<file path="src/rtl/pcie_tx_symbol_mux.sv">
// Serialises one TX buffer word into framed stripe symbols (STP/SDP, 4 data bytes, END/EDB, COM/FTS substitution).
// Latency: first symbol the cycle after accept; backpressure: symbols hold while out_ready=0; PCIE_TX_IDLE_FILL_EN adds D0.0 idle fill.
module pcie_tx_symbol_mux #(
  parameter logic [7:0] K_STP = 8'hFB,
  parameter logic [7:0] K_SDP = 8'h5C,
  parameter logic [7:0] K_END = 8'hFD,
  parameter logic [7:0] K_EDB = 8'hFE,
  parameter logic [7:0] K_COM = 8'hBC,
  parameter logic [7:0] K_FTS = 8'h3C
) (
  input  logic        clk,
  input  logic        rst,
  input  logic        in_valid,
  output logic        in_ready,
  input  logic [44:0] in_rec,
  output logic        out_valid,
  input  logic        out_ready,
  output logic [8:0]  out_sym,
  output logic        busy
);

  typedef struct packed {
    logic            valid;
    logic [1:0]      start_byte;
    logic [1:0]      end_byte;
    logic [0:3][1:0] byte_tag;
    logic [31:0]     packet_bytes;
  } tx_buffer_record_t;

  typedef struct packed {
    logic       d_k;
    logic [7:0] striped_byte;
  } stripe_record_t;

  typedef enum logic [1:0] {IDLE, START, DATA, END} t_state;

  t_state            state_q, state_d;
  logic [1:0]        idx_q, idx_d;
  tx_buffer_record_t hold_q, hold_d;
  tx_buffer_record_t rec_in;
  stripe_record_t    sym;
  logic              init_q;
  logic              xfer, last, accept;
  logic [7:0]        data_byte;

  // Encoding 11 is reserved and treated like 00 (no framing symbol).
  function automatic logic flag_on(input logic [1:0] code);
    return (code == 2'b01) || (code == 2'b10);
  endfunction

  assign rec_in = tx_buffer_record_t'(in_rec);

  always_ff @(posedge clk) begin
    if (rst) begin
      state_q <= IDLE;
      idx_q   <= 2'd0;
      hold_q  <= '0;
      init_q  <= 1'b0;
    end else begin
      state_q <= state_d;
      idx_q   <= idx_d;
      hold_q  <= hold_d;
      init_q  <= 1'b1;
    end
  end

  always_comb begin
    data_byte = 8'h00;
    case (idx_q)
      2'd0:    data_byte = hold_q.packet_bytes[31:24];
      2'd1:    data_byte = hold_q.packet_bytes[23:16];
      2'd2:    data_byte = hold_q.packet_bytes[15:8];
      default: data_byte = hold_q.packet_bytes[7:0];
    endcase
  end

  always_comb begin
    sym       = '0;
    out_valid = 1'b0;
    case (state_q)
      IDLE: begin
`ifdef PCIE_TX_IDLE_FILL_EN
        // Logical idle only once the block is out of reset and ready.
        if (init_q) begin
          out_valid = 1'b1;
          sym       = '{d_k: 1'b1, striped_byte: 8'h00};
        end
`endif
      end
      START: begin
        out_valid = 1'b1;
        sym.striped_byte = (hold_q.start_byte == 2'b01) ? K_STP : K_SDP;
      end
      DATA: begin
        out_valid = 1'b1;
        case (hold_q.byte_tag[idx_q])
          2'b01:   sym.striped_byte = K_COM;
          2'b10:   sym.striped_byte = K_FTS;
          default: sym = '{d_k: 1'b1, striped_byte: data_byte};
        endcase
      end
      END: begin
        out_valid = 1'b1;
        sym.striped_byte = (hold_q.end_byte == 2'b01) ? K_END : K_EDB;
      end
      default: ;
    endcase
  end

  assign out_sym = sym;
  assign busy    = (state_q != IDLE);

  // Idle fill never counts as a transfer, so it cannot advance the FSM.
  assign xfer     = out_valid & out_ready & (state_q != IDLE);
  assign last     = xfer & (((state_q == DATA) && (idx_q == 2'd3) && !flag_on(hold_q.end_byte))
                            || (state_q == END));
  assign in_ready = init_q & ((state_q == IDLE) | last);
  assign accept   = in_valid & in_ready;

  always_comb begin
    state_d = state_q;
    idx_d   = idx_q;
    hold_d  = hold_q;
    if (xfer) begin
      case (state_q)
        START: begin
          state_d = DATA;
          idx_d   = 2'd0;
        end
        DATA: begin
          if (idx_q == 2'd3)
            state_d = flag_on(hold_q.end_byte) ? END : IDLE;
          else
            idx_d = idx_q + 2'd1;
        end
        END:     state_d = IDLE;
        default: ;
      endcase
    end
    // A new word accepted on the last-symbol edge loads directly, no IDLE bubble.
    if (accept) begin
      hold_d = rec_in;
      idx_d  = 2'd0;
      if (rec_in.valid)
        state_d = flag_on(rec_in.start_byte) ? START : DATA;
      else
        state_d = IDLE;
    end
  end

endmodule

</file>
<file path="config.mk">
export PLATFORM = sky130hd
export DESIGN_NAME = pcie_tx_symbol_mux
export DESIGN_NICKNAME = d
export VERILOG_FILES = /design/src/rtl/pcie_tx_symbol_mux.sv
export SDC_FILE = /design/constraint.sdc
export NUM_CORES = 1
export LEC_CHECK = 0
export BUFFER_PORTS_ARGS = -buffer_cell sky130_fd_sc_hd__clkbuf_2
export CORE_MARGIN = 3
export CORE_UTILIZATION = 35
export DETAILED_ROUTE_END_ITERATION = 8
export GPL_TIMING_DRIVEN = 0
export HOLD_SLACK_MARGIN = 0.03
export PLACE_DENSITY_LB_ADDON = 0.3
export SYNTH_ARGS = -nofsm -noshare
export SYNTH_HDL_FRONTEND = slang
export SYNTH_SLANG_ARGS = --single-unit
</file>
<file path="constraint.sdc">
create_clock -name clk -period 4.1 [get_ports clk]
set_clock_uncertainty 0.2 [all_clocks]
set_input_delay 1.23 -clock clk [delete_from_list [all_inputs] [get_ports clk]]
set_output_delay 1.23 -clock clk [all_outputs]
set_load 0.02 [all_outputs]
</file>
Yosys cells after proc, flatten, opt, wreduce, memory -nomap -nowiden
Index checks and enable logic that the tools add are counted.
{"block": "word_totals", "in_bits": 49, "regBits": 49, "word_cells": 72, "output_inout_bits": 12}
{"block": "op_classes", "bitwise_logic": 7, "muxes": 21, "magnitude_cmp": 1, "n_reduce_logical": 17, "n_eq_ne": 15, "add_sub_neg": 1}
{"operator": "$pmux W8 S3", "n": 2}
{"operator": "$mux W2", "n": 10}
{"operator": "$pmux W8 S2", "n": 1}
{"operator": "$eq A2 B2 Y1 const B", "n": 7}
{"operator": "$eq A2 B1 Y1 const B", "n": 6}
{"operator": "$mux W8", "n": 1}
{"operator": "$pmux W2 S3", "n": 1}
{"operator": "$reduce_and A3 Y1", "n": 2}
{"operator": "$reduce_bool A2 Y1", "n": 3}
{"operator": "$and A1 B1 Y1", "n": 5}
{"operator": "$bmux W2 S2", "n": 1}
{"operator": "$logic_not A2 Y1", "n": 2}
{"operator": "$mux W1", "n": 4}
{"operator": "$pmux W2 S2", "n": 1}
{"operator": "$reduce_bool A4 Y1", "n": 1}
{"operator": "$reduce_or A2 Y1", "n": 2}
{"operator": "$ge A3 B3 Y1 const B", "n": 1}
{"operator": "$logic_or A1 B1 Y1", "n": 3}
{"operator": "$ne A3 B2 Y1 const B", "n": 1}
{"operator": "$not A2 Y3", "n": 1}
{"operator": "$reduce_or A3 Y1", "n": 1}
{"operator": "$add A2 B1 Y2 const B", "n": 1}
{"operator": "$logic_and A1 B1 Y1", "n": 2}
{"operator": "$ne A2 B2 Y1 const B", "n": 1}
{"operator": "2 further kinds", "n": 2}

Logic depth before layout (Yosys ltp)
Gate-level depths: netlist of run 1.
{"block": "depth", "word_depth": 11, "ltp_mapped": 8, "ltp_nobuf": 6}

Least setup slack after synthesis of run 1
No wires, ideal clock.
{"block": "synth_path", "path_kind": "flip-flop to output port", "start": "register idx_q[0]", "end": "output port out_sym[5]", "path_slack_ns": 0.630, "arrival_time_ns": 2.040, "path_stages_with_launch": 6, "required_time_ns": 2.670, "cell_sequence": "dfxtp_1 > mux4_2 > ha_1 > and2_1 > clkbuf_1 > a21oi_1"}
{"block": "synth_between", "elab_chain_len": 7, "elab_cells_between_ends": 12, "cone_classes": "eq/ne (4); mux (6); bitwise (1); reduce/logical (1)"}
{"element": "from (decl)", "line": "38", "rtl": "logic [1:0] idx_q, idx_d;"}
{"element": "from (signal assigned)", "line": "61", "rtl": "idx_q <= idx_d;"}
{"element": "$not A2 Y3 (not written as such)", "line": "96", "rtl": "case (hold_q.byte_tag[idx_q])"}
{"element": "$bmux W2 S2", "line": "96"}
{"element": "$mux W2 (not written as such) (2 in series)", "line": "96"}
{"element": "$eq A2 B2 Y1 or $eq A2 B1 Y1 (tied branches)", "line": "96"}
{"element": "$pmux W8 S2 *", "line": "96"}
{"element": "$pmux W8 S3 *", "line": "80", "rtl": "case (state_q)"}
{"element": "to (decl)", "line": "18", "rtl": "output logic [8:0] out_sym,"}
Mark *: on every way between the ends. The rest lies on a longest branch, timed or not. The select of a mux whose other input is x is not followed.

Worst setup path after layout of run 1
Same ends and word-level chain as after synthesis.

==> results of run 1 <==
==> layer usage <==
layer  vias up  track usage
met1      1184       0.2629
met3         6      0.03480
met4         0      0.04397
li1       1234            -
met5         -            0
met2        69       0.2800
==> worst paths after layout <==
check             startpoint    endpoint
setup / recovery    idx_q[0]  out_sym[5]
hold / removal    hold_q[41]  hold_q[41]
setup reg to reg    idx_q[0]  hold_q[34]
hold reg to reg   hold_q[41]  hold_q[41]
==> cell usage in the layout, fill, tap and decap left out, types with 2 or more instances in the layout <==
master	count
a222oi_1	7
a22o_1	4
buf_4	6
a22oi_1	3
inv_1	9
nand3_1	5
ha_1	7
a31o_1	42
dfxtp_1	49
buf_6	5
mux4_2	2
o21ai_0	10
a21o_1	3
nand2_1	58
inv_2	2
clkbuf_1	18
nor3b_1	3
a21oi_1	52
clkbuf_8	5
clkbuf_2	60
o211ai_1	2
and2_1	2
==> cell type report <==
type,instances,area share
Inverter,11,0.01334
Multi-Input combinational cell,214,0.4406
Clock inverter,3,0.01496
Buffer,30,0.05618
Tap cell,96,0.03880
Sequential cell,49,0.3169
Timing Repair Buffer,60,0.09701
Clock buffer,5,0.02223
==> registers in the layout, indices dropped and copies added, names as in the netlist <==
register	cells
state_q	2
idx_q	2
init_q	1
hold_q	44
==> worst max-delay path, cell delays in order, from the launching register on <==
cell and delay [ns]:
dfxtp_1 0.55, mux4_2 0.55, ha_1 0.33, and2_1 0.14, clkbuf_1 0.16, a21oi_1 0.21
clkbuf_2 0.20
==> kinds of logic (layout without fill, tap and decap cells) <==
| logic type | after synthesis | count (layout) | synth area share |
|---|---|---|---|
| simple gates | 76 | 76 | 0.1271 |
| compound gates | 127 | 127 | 0.3465 |
| xor+xnor | 1 | 1 | 0.003422 |
| flops | 49 | 49 | 0.3832 |
| fa+ha+maj | 7 | 7 | 0.03421 |
| buf+inv | 41 | 109 | 0.08406 |
| mux | 3 | 3 | 0.02150 |
==> where the power goes <==
group / leakage [uW] / total [uW] / switching, uW / internal, uW
clock: 0.0000543 / 355 / 172 / 183
sequential: 0.000400 / 531 / 21.8 / 509
combinational: 0.000839 / 254 / 152 / 101
total: 0.00129 / 1140 / 346 / 793
==> metrics by stage <==
step	power [uW]	worst slack, ns	utilization	std cells	instance area, sq um
2_1_floorplan	704.7	0.6301	-	304	2560
3_3_place_gp	792.0	0.5772	0.4292	460	2980
3_5_place_dp	795.4	0.5612	0.4292	460	2980
4_1_cts	1147	0.2213	0.4458	468	3095
5_1_grt	1201	0.02150	0.4458	468	3095
6_report	1139	0.2007	0.4458	468	3095
==> impl_metrics.yaml, run 1 <==
outcome:
  status: "finished, final reports clean"
setup_path:
  critPathKind: "reg2out"
  cp.required_ns: 2.67
  cp.arrival_ns: 2.47
  end_kind: "output pin"
  reg2reg_slack_ns: 2.02
  startpoint_type: "flip-flop"
  worstPathMaxFanout: 8
  rr_worst_depth: 6
synthesis:
  ys_top_cells_by_area: "dfxtp_1 (38%), a31o_1 (14%), a21oi_1 (10%)"
  synth_commonest_cells: "nand2_1 (58), a21oi_1 (52), dfxtp_1 (49)"
  synth_warnings: 0
  netlist_area_sq_um: 2560
  synthCells: 304
  yosysMostFrequentCell: "nand2_1"
  synth_edf_count: 0
  seq_area_frac_synth: 0.3832
  yosys_most_used_dff: "dfxtp_1"
  syn_nets: 360
  yosysTopAreaCell: "dfxtp_1"
  synthArstFlopShare: 0
  synth_top_area_share: 0.3832
  synth_seq_cells: 49
  synth_cell_type_count: 35
  synth_area_per_cell_sq_um: 8.421
routing:
  wl_met1_um: 3529
  via_per_inst: 5.327
  drt-initial-drc-count: 146
  wl_per_cell_um: 15.78
  wl_um: 7384
  routed-wl-met3_um: 414
  ant_nets: 0
  top_layer: "met4"
  firstDrtPassIters: 5
  met2_length_um: 3359
  drc: 0
  vias: 2493
finish:
  area.sequential_sq_um: 980.9
  nets: 427
  multiInputGateArea_sq_um: 1364
  fill_cells: 709
  drive_gt1_frac: 0.2366
  area_growth_pct: 20.92
  diodes: 0
floorplanning:
  start_util: 0.3686
  dieWidth_um: 91.52
  rows: 30
  ios: 61
  die_h_um: 91.52
  coreArea_sq_um: 6944
  dieArea_sq_um: 8376
global_route:
  grt_pass1_vias: 2436
  grt_max_degree: 17
  grt_use_total: 0.1828
  grt_pass1_wl_um: 12250
  grt_antenna_before_repair: 0
  grt_overflow: 0
min_path:
  hold_path_class: "reg2reg"
  holdPathStages: 3
sta:
  period_needed_ns: 3.899
  fmax_ghz: 0.2565
  period_share: 0.9511
  worst_pin_slew_ns: 0.5840
  finalSetupTns_ns: 0
  fin_hold_ws_ns: 0.3511
  rsz0062_at_grt: "no"
  setup-violations-final: 0
  slew_headroom: 0.6107
  slew_viol_final: 0
  finalHoldViolations: 0
clocking:
  cts_made_buffers: 5
  cts_root_buf: "clkbuf_8"
  cts_hold_buf: 0
  cts.sinks: 49
  cts-resized-gates: 0
  path_clk_slew_ns: 0.09
  cts_setup_buffers: 0
  cts_buffer_depth: 2
  htreeDepth: 2
  cts_tree: "built"
  clock_latency_ns: 0.31
placed_design:
  numPortBuffers: 60
  place_congestion: 0.7942
  hpwl_um: 5457
pwr:
  cellLeakagePower_uw: 0.001293
  power_density_nw_per_um2: 368.0
  ir_drop_mv: 0.2020
run:
  cap_violations: 0
Power figures use the tool's default switching activity.
==> run 2, diff against run 1 <==
--- a/config.mk
+++ b/config.mk
@@ -5,7 +5,7 @@
 export SDC_FILE = /design/constraint.sdc
 export NUM_CORES = 1
 export LEC_CHECK = 0
-export BUFFER_PORTS_ARGS = -buffer_cell sky130_fd_sc_hd__clkbuf_2
+export BUFFER_PORTS_ARGS = -buffer_cell sky130_fd_sc_hd__buf_4
 export CORE_MARGIN = 3
 export CORE_UTILIZATION = 35
 export DETAILED_ROUTE_END_ITERATION = 8
==> impl_metrics.yaml, run 2 (synthesized netlist as in run 1, its figures left out) <==
routing:
  drt-initial-drc-count: 191
  vias: 2529
  wl_um: 7494
  drc: 0
  wl_per_cell_um: 16.01
  ant_nets: 0
  via_per_inst: 5.404
  firstDrtPassIters: 5
finish:
  drive_gt1_frac: 0.2392
  nets: 427
  fill_cells: 709
  final_cell_area_sq_um: 3252
  area.sequential_sq_um: 982.2
  top_regs: "hold_q: 44 flops, idx_q: 2 flops, state_q: 2 flops"
  mostFrequentLayoutCells: "buf_4 (66), nand2_1 (58), a21oi_1 (52)"
  area_growth_pct: 27.03
  post-route-util: 0.4683
  multiInputGateArea_sq_um: 1364
  final_common_cell: "buf_4"
  largest_reg_flops: 44
  top_register: "hold_q"
  diodes: 0
setup_path:
  critPathKind: "reg2out"
  cp.arrival_ns: 2.38
  end_kind: "output pin"
  worstPathMaxFanout: 8
  cp.required_ns: 2.67
  startpoint_type: "flip-flop"
sta:
  period_share: 0.9302
  finalSetupTns_ns: 0
  period_needed_ns: 3.814
  fin_hold_ws_ns: 0.3446
  finalHoldViolations: 0
  slew_viol_final: 0
  worst_pin_slew_ns: 0.5647
  fmax_ghz: 0.2622
  rsz0062_at_grt: "no"
  slew_headroom: 0.6235
  setup-violations-final: 0
clocking:
  cts_setup_buffers: 0
  path_clk_slew_ns: 0.09
  cts.sinks: 49
  cts_made_buffers: 5
  cts_hold_buf: 0
  cts_root_buf: "clkbuf_8"
  htreeDepth: 2
  clock_latency_ns: 0.31
  cts_tree: "built"
  cts_buffer_depth: 2
global_route:
  grt_overflow: 0
  grt_use_met1: 0.2520
  grt_pass1_wl_um: 11760
  grt-busiest-layer: "met2"
  grt_antenna_before_repair: 0
  grt_use_total: 0.1785
  use_met3: 0.03148
  grt_max_degree: 16
  grt_pass1_vias: 2276
  met2_usage: 0.2684
min_path:
  hold_path_class: "reg2reg"
floorplanning:
  start_util: 0.3686
  coreArea_sq_um: 6944
  rows: 30
  die_h_um: 91.52
  dieWidth_um: 91.52
  ios: 61
  dieArea_sq_um: 8376
pwr:
  power_density_nw_per_um2: 361.5
  cellLeakagePower_uw: 0.001337
  ir_drop_mv: 0.1844
  p_total_uw: 1176
placed_design:
  placed_area_sq_um: 3131
  hpwl_um: 5435
  numPortBuffers: 60
  place_congestion: 0.8293
run:
  cap_violations: 0
outcome:
  status: "finished, final reports clean"
run 2: changes by cell type in the layout (fill, tap and decap cells not counted), sizes merged:
cell,change
buf,+60
clkinv,-1
clkbuf,-59
run 2: metal layers:
| layer | wire length (um) | part of all wire |
|---|---|---|
| met3 | 503 | 0.067 |
| met4 | 145 | 0.019 |
| met2 | 3364 | 0.45 |
| met5 | 0 | 0 |
| met1 | 3481 | 0.46 |
run 2: critical path, cell delays in order, from the launching register on:
cell,delay [ns]
dfxtp_2,0.45
inv_1,0.11
ha_1,0.21
clkbuf_1,0.20
a222oi_1,0.53
o21ai_0,0.15
a22o_1,0.26
buf_4,0.16
run 2: area by class of cell:
cell class	count	area share
multi-input cells	214	0.4194
flip-flops and latches	49	0.3020
repair buffers	60	0.1385
plain buffers	30	0.05348
well taps	96	0.03694
clock buffers	6	0.02539
inverters	11	0.01270
clock inverters	2	0.01154
run 2: final timing paths:
path	start	end	slack [ns]	cells past startpoint
worst max-delay path	idx_q[0]	out_sym[0]	0.29	7
worst min-delay path	hold_q[41]	hold_q[41]	0.34	3
worst max register to register	idx_q[1]	hold_q[28]	2.03	6
worst min register to register	hold_q[41]	hold_q[41]	0.34	3
run 2: stage by stage:
stage | setup slack (ns) | instances
finish | 0.2860 | 468
global route | 0.09693 | 468
CTS | 0.2109 | 468
detailed placement | 0.5696 | 460
global placement | 0.5747 | 460
floorplan | 0.6301 | 304
run 2: repair_timing:
| action | in CTS | in global routing |
|---|---|---|
| endpoints found under the setup margin | 0 | 1 |
| resized for setup | 0 | 1 |
| hold endpoints to repair | 0 | 0 |
run 2: power by group:
| part | total (uW) | internal, uW | switching [uW] |
|---|---|---|---|
| sequential | 531 | 509 | 22.2 |
| clock | 371 | 198 | 172 |
| combinational | 274 | 120 | 153 |
==> run 3, diff against run 2 <==
--- a/config.mk
+++ b/config.mk
@@ -5,6 +5,7 @@
 export SDC_FILE = /design/constraint.sdc
 export NUM_CORES = 1
 export LEC_CHECK = 0
+export ABC_AREA = 1
 export BUFFER_PORTS_ARGS = -buffer_cell sky130_fd_sc_hd__buf_4
 export CORE_MARGIN = 3
 export CORE_UTILIZATION = 35
==> impl_metrics.yaml, run 3 <==
outcome:
  status: "finished, final reports clean"
clocking:
  cts_hold_buf: 0
  cts_tree: "built"
  cts_buffer_depth: 2
  path_clk_slew_ns: 0.09
  htreeDepth: 2
  clock_latency_ns: 0.30
  cts_root_buf: "clkbuf_8"
  cts.sinks: 49
  cts_made_buffers: 5
pwr:
  combPwrFrac: 0.251
  cellLeakagePower_uw: 0.001299
  internal_power_uw: 742.1
  p_switching_uw: 341.8
  switching_share: 0.3154
  power_density_nw_per_um2: 354.9
  seqPwrFrac: 0.490
  power.share.clock: 0.259
  ir_drop_mv: 0.1333
global_route:
  met2_usage: 0.2947
  grt_max_degree: 16
  grt_antenna_before_repair: 0
  grt-busiest-layer: "met2"
  grt_pass1_wl_um: 10810
  grt_overflow: 0
  grt_use_met1: 0.2327
  grt_pass1_vias: 2281
  grt_use_total: 0.1756
  use_met3: 0.03410
run:
  cap_violations: 0
setup_path:
  crit_path_top_delay_cell: "dfxtp_2"
  worstPathMaxFanout: 11
  cp_num_cells: 10
  path_buf_inv: 3
  end_kind: "output pin"
  cpLargestDelayFamily: "compound AO/OA/AOI/OAI gates"
  startpoint_type: "flip-flop"
  critPathKind: "reg2out"
  max_stage_delay_ns: 0.44
  cp.arrival_ns: 2.36
  path_cells: "inv_1 > o21ai_0 > o22ai_1 > ha_1 > inv_1 > nor2_1 > nand2_1 > a21oi_1 > o21ai_0 > buf_4"
  r2r_start: "idx_q[1]"
  rr_worst_depth: 9
  cp.required_ns: 2.67
  crit_start: "idx_q[0]"
sta:
  period_needed_ns: 3.787
  period_share: 0.9237
  setup-violations-final: 0
  finalHoldViolations: 0
  worst_pin_slew_ns: 0.4440
  rsz0062_at_grt: "no"
  fmax_ghz: 0.2640
  finalSetupTns_ns: 0
  slew_viol_final: 0
  slew_headroom: 0.7040
  fin_hold_ws_ns: 0.2608
routing:
  vias: 2394
  ant_nets: 0
  wl_per_cell_um: 13.99
  firstDrtPassIters: 4
  wl_um: 6715
  drt-initial-drc-count: 154
  drc: 0
  via_per_inst: 4.988
synthesis:
  synthCells: 336
  synth_commonest_cells: "nand2_1 (74), a21oi_1 (52), dfxtp_1 (49)"
  yosys_most_used_dff: "dfxtp_1"
  synth_seq_cells: 49
  synth_cell_type_count: 26
  synth_top_area_share: 0.4041
  synth_warnings: 0
  synth_area_per_cell_sq_um: 7.224
  yosysMostFrequentCell: "nand2_1"
  yosysTopAreaCell: "dfxtp_1"
  synth_edf_count: 0
  seq_area_frac_synth: 0.4041
  ys_top_cells_by_area: "dfxtp_1 (40%), nand2_1 (11%), a21oi_1 (11%)"
  netlist_area_sq_um: 2427
  synthArstFlopShare: 0
  syn_nets: 392
floorplanning:
  coreArea_sq_um: 6531
  start_util: 0.3716
  dieWidth_um: 89.28
  ios: 61
  die_h_um: 89.28
  dieArea_sq_um: 7970
  rows: 29
finish:
  largest_reg_flops: 44
  area.sequential_sq_um: 982.2
  top_regs: "hold_q: 44 flops, idx_q: 2 flops, state_q: 2 flops"
  nets: 458
  area_growth_pct: 25.82
  fill_cells: 711
  diodes: 0
  top_register: "hold_q"
  multiInputGateArea_sq_um: 1205
  final_common_cell: "nand2_1"
  drive_gt1_frac: 0.2233
  mostFrequentLayoutCells: "nand2_1 (74), buf_4 (59), a21oi_1 (52)"
placed_design:
  numPortBuffers: 59
  hpwl_um: 5286
  place_congestion: 0.8998
min_path:
  holdPathStages: 2
  worstHoldStart: "hold_q[42]"
  hold_path_class: "reg2reg"
-- run 3: power by group through the flow --
stage	clock network, uW	logic, uW	registers (uW)
2_1_floorplan	0	172	534
3_3_place_gp	0	269	541
3_5_place_dp	0	273	541
4_1_cts	291	274	530
5_1_grt	303	304	534
6_report	281	272	531
-- run 3: path summary, 6_finish.rpt --
path | to | slack (ns)
worst max-delay path | out_sym[5] | 0.31
worst min-delay path | hold_q[42] | 0.26
worst min register to register | hold_q[42] | 0.26
worst max register to register | hold_q[16] | 2.23
-- run 3: final cells by class --
cell class,instances,area share
multi-input combinational,235,0.3945
sequential,49,0.3216
timing repair buffer,59,0.1450
inverter,33,0.04056
buffer,19,0.03851
tap,77,0.03154
clock buffer,5,0.02253
clock inverter,3,0.005735
-- run 3: repair_timing --
action / CTS / global route
setup endpoints to repair: 0 / 1
gates resized for setup: 0 / 1
hold endpoints to repair: 0 / 0
buffers inserted: 0 / 0
-- run 3: cell families (layout without fill, tap and decap cells) --
| family | after synthesis | in the layout | share of synthesized area |
|---|---|---|---|
| adder cells (fa/ha/maj) | 7 | 7 | 0.03608 |
| buffers and inverters | 52 | 119 | 0.09948 |
| AO/OA/AOI/OAI | 92 | 92 | 0.2072 |
| flip-flops | 49 | 49 | 0.4041 |
| AND/OR/NAND/NOR | 136 | 136 | 0.2531 |
-- run 3: layer usage --
| layer | part of all wire | wire length [um] |
|---|---|---|
| met2 | 0.48 | 3207 |
| met3 | 0.053 | 357 |
| met4 | 0.012 | 78 |
| met5 | 0 | 0 |
| met1 | 0.46 | 3071 |
-- run 3: through the flow --
stage	setup WS (ns)	utilization	cells	power, uW	area [sq um]
after floorplan	0.7979	-	336	705.5	2427
after global placement	0.6242	0.4542	472	810.2	2967
after detailed placement	0.5345	0.4542	472	814.2	2967
after CTS	0.1849	0.4674	480	1095	3053
after global routing	0.1254	0.4676	480	1142	3054
final	0.3127	0.4676	480	1084	3054
-- run 3: worst reg2reg max path, delay by kind of cell, from the launching register on --
| family | cells | cell delay, ns |
|---|---|---|
| AOI/OAI and AO/OA | 2 | 0.22 |
| and+or+nand+nor | 5 | 0.50 |
| DFF | 1 | 0.45 |
| adders and majority gates | 1 | 0.23 |
| buffers and inverters | 1 | 0.19 |
